===== src/rtl/mem_rd_arbiter.sv =====
// rtl/mem_rd_arbiter.sv - round-robin read arbiter sharing one memory read port between I-cache and D-cache
module mem_rd_arbiter (
    input  logic        clk,
    input  logic        rst,

    input  logic        from_ic_rd_req_valid,
    input  logic [31:0] from_ic_rd_req_addr,
    input  logic [7:0]  from_ic_rd_req_len,
    output logic        to_ic_rd_req_ready,
    output logic        to_ic_rd_rsp_valid,
    output logic [31:0] to_ic_rd_rsp_data,
    output logic        to_ic_rd_rsp_last,
    input  logic        from_ic_rd_rsp_ready,

    input  logic        from_dc_rd_req_valid,
    input  logic [31:0] from_dc_rd_req_addr,
    input  logic [7:0]  from_dc_rd_req_len,
    output logic        to_dc_rd_req_ready,
    output logic        to_dc_rd_rsp_valid,
    output logic [31:0] to_dc_rd_rsp_data,
    output logic        to_dc_rd_rsp_last,
    input  logic        from_dc_rd_rsp_ready,

    output logic        to_mem_rd_req_valid,
    output logic [31:0] to_mem_rd_req_addr,
    output logic [7:0]  to_mem_rd_req_len,
    input  logic        from_mem_rd_req_ready,
    input  logic        from_mem_rd_rsp_valid,
    input  logic [31:0] from_mem_rd_rsp_data,
    input  logic        from_mem_rd_rsp_last,
    output logic        to_mem_rd_rsp_ready,

    output logic        owner
);

    typedef enum logic [2:0] {
        IDLE = 3'b001,
        REQ  = 3'b010,
        RESP = 3'b100
    } state_t;

    state_t      r_state;
    logic        r_owner;       // 0 = I-cache, 1 = D-cache
    logic        r_prefer_dc;   // port that wins the next tie
    logic [7:0]  r_beat_cnt;    // beats still expected in the current burst

    logic        w_any_req;
    logic        w_grant_dc;
    logic [7:0]  w_owner_len;
    logic        w_owner_rsp_ready;
    logic        w_beat_xfer;

    // A lone request always wins; on a tie the round-robin pointer decides.
    assign w_any_req         = from_ic_rd_req_valid | from_dc_rd_req_valid;
    assign w_grant_dc        = from_dc_rd_req_valid & (~from_ic_rd_req_valid | r_prefer_dc);
    assign w_owner_len       = r_owner ? from_dc_rd_req_len : from_ic_rd_req_len;
    assign w_owner_rsp_ready = r_owner ? from_dc_rd_rsp_ready : from_ic_rd_rsp_ready;
    assign w_beat_xfer       = (r_state == RESP) & from_mem_rd_rsp_valid & w_owner_rsp_ready;

    assign owner = r_owner;

    // Grant FSM: arbitrate in IDLE, hold the request in REQ, stream beats in RESP until memory flags last.
    always_ff @(posedge clk) begin
        if (rst) begin
            r_state     <= IDLE;
            r_owner     <= 1'b0;
            r_prefer_dc <= 1'b1;
            r_beat_cnt  <= 8'd0;
        end else begin
            case (r_state)
                IDLE: begin
                    if (w_any_req) begin
                        r_owner     <= w_grant_dc;
                        r_prefer_dc <= ~w_grant_dc;
                        r_state     <= REQ;
                    end
                end
                REQ: begin
                    if (from_mem_rd_req_ready) begin
                        r_beat_cnt <= w_owner_len;
                        r_state    <= RESP;
                    end
                end
                RESP: begin
                    if (w_beat_xfer) begin
                        r_beat_cnt <= r_beat_cnt - 8'd1;
                        if (from_mem_rd_rsp_last) begin
                            r_state <= IDLE;
                        end
                    end
                end
                default: begin
                    r_state <= IDLE;
                end
            endcase
        end
    end

    // Route request and response channels to the owning port; everything else is held idle.
    always_comb begin
        to_mem_rd_req_valid = 1'b0;
        to_mem_rd_req_addr  = r_owner ? from_dc_rd_req_addr : from_ic_rd_req_addr;
        to_mem_rd_req_len   = w_owner_len;
        to_mem_rd_rsp_ready = 1'b0;
        to_ic_rd_req_ready  = 1'b0;
        to_dc_rd_req_ready  = 1'b0;
        to_ic_rd_rsp_valid  = 1'b0;
        to_dc_rd_rsp_valid  = 1'b0;
        to_ic_rd_rsp_data   = from_mem_rd_rsp_data;
        to_dc_rd_rsp_data   = from_mem_rd_rsp_data;
        to_ic_rd_rsp_last   = 1'b0;
        to_dc_rd_rsp_last   = 1'b0;

        if (r_state == REQ) begin
            to_mem_rd_req_valid = 1'b1;
            if (r_owner) begin
                to_dc_rd_req_ready = from_mem_rd_req_ready;
            end else begin
                to_ic_rd_req_ready = from_mem_rd_req_ready;
            end
        end

        if (r_state == RESP) begin
            to_mem_rd_rsp_ready = w_owner_rsp_ready;
            if (r_owner) begin
                to_dc_rd_rsp_valid = from_mem_rd_rsp_valid;
                to_dc_rd_rsp_last  = from_mem_rd_rsp_last;
            end else begin
                to_ic_rd_rsp_valid = from_mem_rd_rsp_valid;
                to_ic_rd_rsp_last  = from_mem_rd_rsp_last;
            end
        end
    end

endmodule

===== config.mk =====
export PLATFORM = sky130hd
export DESIGN_NAME = mem_rd_arbiter
export DESIGN_NICKNAME = d
export VERILOG_FILES = /design/src/rtl/mem_rd_arbiter.sv
export SDC_FILE = /design/constraint.sdc
export NUM_CORES = 1
export LEC_CHECK = 0
export CORE_AREA = 2 2 90 92
export CTS_CLUSTER_SIZE = 24
export DETAILED_ROUTE_END_ITERATION = 12
export DIE_AREA = 0 0 92 94
export PLACE_DENSITY = 0.68
export SKIP_CTS_REPAIR_TIMING = 1
export SYNTH_ARGS = -nofsm -noshare
export SYNTH_HDL_FRONTEND = slang
export SYNTH_SLANG_ARGS = --single-unit

===== constraint.sdc =====
create_clock -name clk -period 1.3 [get_ports clk]
set_input_delay 0.195 -clock clk [delete_from_list [all_inputs] [get_ports clk]]
set_output_delay 0.195 -clock clk [all_outputs]
set_load 0.1 [all_outputs]

==> flow_metrics.py <==
metrics = {
    "synth": {
        "syn_nets": 271,
        "synth_seq_cells": 5,
        "synth_simple_gate_area_share": 0.0992,
        "synthAdderAreaFrac": 0,
        "syn_avg_cell_area_um2": 9.25,
        "synth.distinct_cells": 25,
        "ys_seq_area_frac": 0.0721,
        "synthXorXnorAreaFrac": 0,
        "syn-instance-count": 150,
        "synth_compound_area_frac": 0.0397,
        "ys_warn_count": 0,
        "synth_top_family_by_area": "multiplexers",
        "synth_area_um2": 1390,
        "synthMuxAreaShare": 0.401,
    },
    "global_routing": {
        "gr-total-overflow": 0,
        "grt_max_degree": 25,
        "grt_pass1_vias": 1418,
        "grt_usage": 0.109,
        "grt_first_pass_wirelength_um": 7440,
        "antenna_found_initial": 0,
    },
    "clock_tree": {
        "worstSkewPairLatency_ns": 0.23,
        "cts.clk_slew.worst_paths_ns": 0.03,
        "cts_tree": "yes",
        "cts_buffers": 3,
        "cts.sinks": 5,
        "root_buffer": "clkbuf_8",
        "ctsHtreeMaxLevel": 1,
        "clk_path_buf_depth": 2,
    },
    "sta": {
        "hold_violations": 0,
        "fmax_ghz": 0.648,
        "fin_crit_ns": 1.54,
        "clock_skew_ns": 0.00321,
        "rsz0062_at_grt": "yes",
        "relSlewSlack": 0.846,
        "drv_slew": 0,
        "setup_viol": 49,
        "tns_ns": -10.33,
        "hold_slack_ns": 0.390,
        "tightest_slew_ns": 0.229,
        "fin_crit_sh": 1.19,
        "fin_ws_ns": -0.243,
    },
    "drt": {
        "via_per_inst": 3.94,
        "drt-initial-drc-count": 7,
        "antenna_left": 0,
        "route.vias.total": 1346,
        "met3WireLength_um": 658,
        "drc": 0,
        "wl_per_cell_um": 15.0,
        "wl_met1_um": 1870,
        "wl_met2_um": 2540,
        "drt-pass1-iter-count": 4,
        "routed_wl_um": 5130,
        "top_layer": "met4",
    },
    "outcome": {
        "violations": "negative setup slack",
        "status": "complete, but fails checks",
    },
    "power_and_ir_drop": {
        "powerDensity_nw_per_um2": 999,
        "ir_worst_vdd_mv": 0.567,
        "p_leak_nw": 1.37,
    },
    "hold_path": {
        "hp-start": "from_mem_rd_rsp_data[25]",
        "hp-class": "primary input to output port",
    },
    "worst_setup_path": {
        "crit-reg2reg-launch": "owner",
        "path_class": "register to output port",
        "critPathMaxStageDelay_ns": 0.42,
        "crit_path_max_fanout": 12,
        "cp-startpoint": "owner",
        "cp_top_family": "flip-flops",
        "endpoint_kind": "output port",
        "cp_slowest_cell": "dfxtp_4",
        "required_ns": 1.11,
        "crit_chain": "clkbuf_16 -> mux2_4 -> buf_12",
        "crit_arrival_ns": 1.35,
        "crit_buf_inv": 2,
        "startpoint_type": "register",
    },
    "die": {
        "rows": 32,
        "start_util": 0.182,
        "fp.dieH_um": 94,
        "die-width_um": 92,
        "io_pins": 234,
        "die_area_um2": 8650,
        "fp.coreArea_um2": 7610,
    },
    "placed_design": {
        "gp_congestion": 0.787,
        "dp_cells": 336,
        "placed_cell_area_um2": 3090,
        "dpl.hpwl_um": 4380,
        "io_buffer_count": 137,
    },
    "layout": {
        "area_growth_pct": 131,
        "final_util": 0.421,
        "fin_cells": 342,
        "nFillCells": 706,
        "drive_above_1_share": 0.529,
        "nNetsFinal": 362,
        "fin_area_um2": 3200,
        "antenna_cells": 0,
    },
    "job": {
        "drv_cap": 0,
    },
}
-- where the power goes --
| group | total [mW] | internal (mW) | leakage [nW] | switching, mW |
|---|---|---|---|---|
| logic | 2.71 | 1.19 | 1.30 | 1.52 |
| clock network | 0.293 | 0.211 | 0.0228 | 0.0819 |
| registers | 0.199 | 0.174 | 0.0428 | 0.0248 |
-- cells in the mapped netlist, drive strengths merged --
library cell | number | area share
nor3b | 2 | 0.018
nand2 | 4 | 0.011
nor2 | 7 | 0.019
buf | 69 | 0.38
o21ai | 2 | 0.0072
o21a | 1 | 0.0054
inv | 2 | 0.0054
nand2b | 3 | 0.014
a31oi | 1 | 0.0045
a211oi | 1 | 0.0054
dfxtp | 5 | 0.072
nor2b | 2 | 0.011
nand3 | 1 | 0.0036
and2b | 1 | 0.0054
a22o | 1 | 0.0063
and3 | 4 | 0.018
mux2 | 40 | 0.39
o211a | 1 | 0.0072
a21oi | 1 | 0.0036
mux2i | 2 | 0.014
-- per-stage QoR --
| step | setup WS [ns] | power, mW |
|---|---|---|
| 2_1_floorplan | -0.900 | 2.78 |
| 3_3_place_gp | -0.0453 | 2.87 |
| 3_5_place_dp | -0.0636 | 2.89 |
| 4_1_cts | -0.278 | 3.19 |
| 5_1_grt | -0.286 | 3.30 |
| 6_report | -0.243 | 3.20 |
-- flip-flops by register name (all words and copies together), names as in the netlist --
name / flops
owner: 1
r_prefer_dc: 1
r_state: 3
-- per-layer routing --
| metal | vias to the layer above | GRT usage |
|---|---|---|
| li1 | 627 | - |
| met1 | 587 | 0.116 |
| met2 | 125 | 0.189 |
| met3 | 7 | 0.0530 |
| met4 | 0 | 0.0348 |
| met5 | - | 0 |
-- worst reg2reg max path, stage by stage, from the launching register on --
cell and delay [ns]:
dfxtp_4 0.42, mux2i_1 0.24, buf_4 0.14, o21ai_1 0.06
a211oi_1 0.26
-- final cells by class --
cell class	instances	area, µm²	share of cell area
well taps	102	128	0.0399
repair buffers	155	2040	0.638
flip-flops and latches	5	110	0.0344
multi-input cells	74	868	0.271
clock buffers	4	45.0	0.0141
inverters	2	7.51	0.00235
-- logic make-up after synthesis --
group / count (synthesis)
flops: 5
compound gates: 8
simple gates: 24
mux: 42
buf+inv: 71
-- path summary, 6_finish.rpt --
| path | end | slack, ns | cells after the start |
|---|---|---|---|
| setup / recovery | to_mem_rd_req_len[1] | -0.24 | 3 |
| hold / removal | to_dc_rd_rsp_data[25] | 0.39 | 0 |
| setup reg to reg | r_state[2] | 0.08 | 4 |
| hold reg to reg | r_prefer_dc | 0.44 | 1 |
-- placed cells by master, fill, tap and decap left out, drive strengths merged, types with 3 or more instances in the layout --
cell type      count
clkdlybuf4s50     88
buf               66
mux2              40
nor2               7
clkbuf             5
dfxtp              5
and3               4
nand2              4
nand2b             3
(Power assumes the default switching activity.)
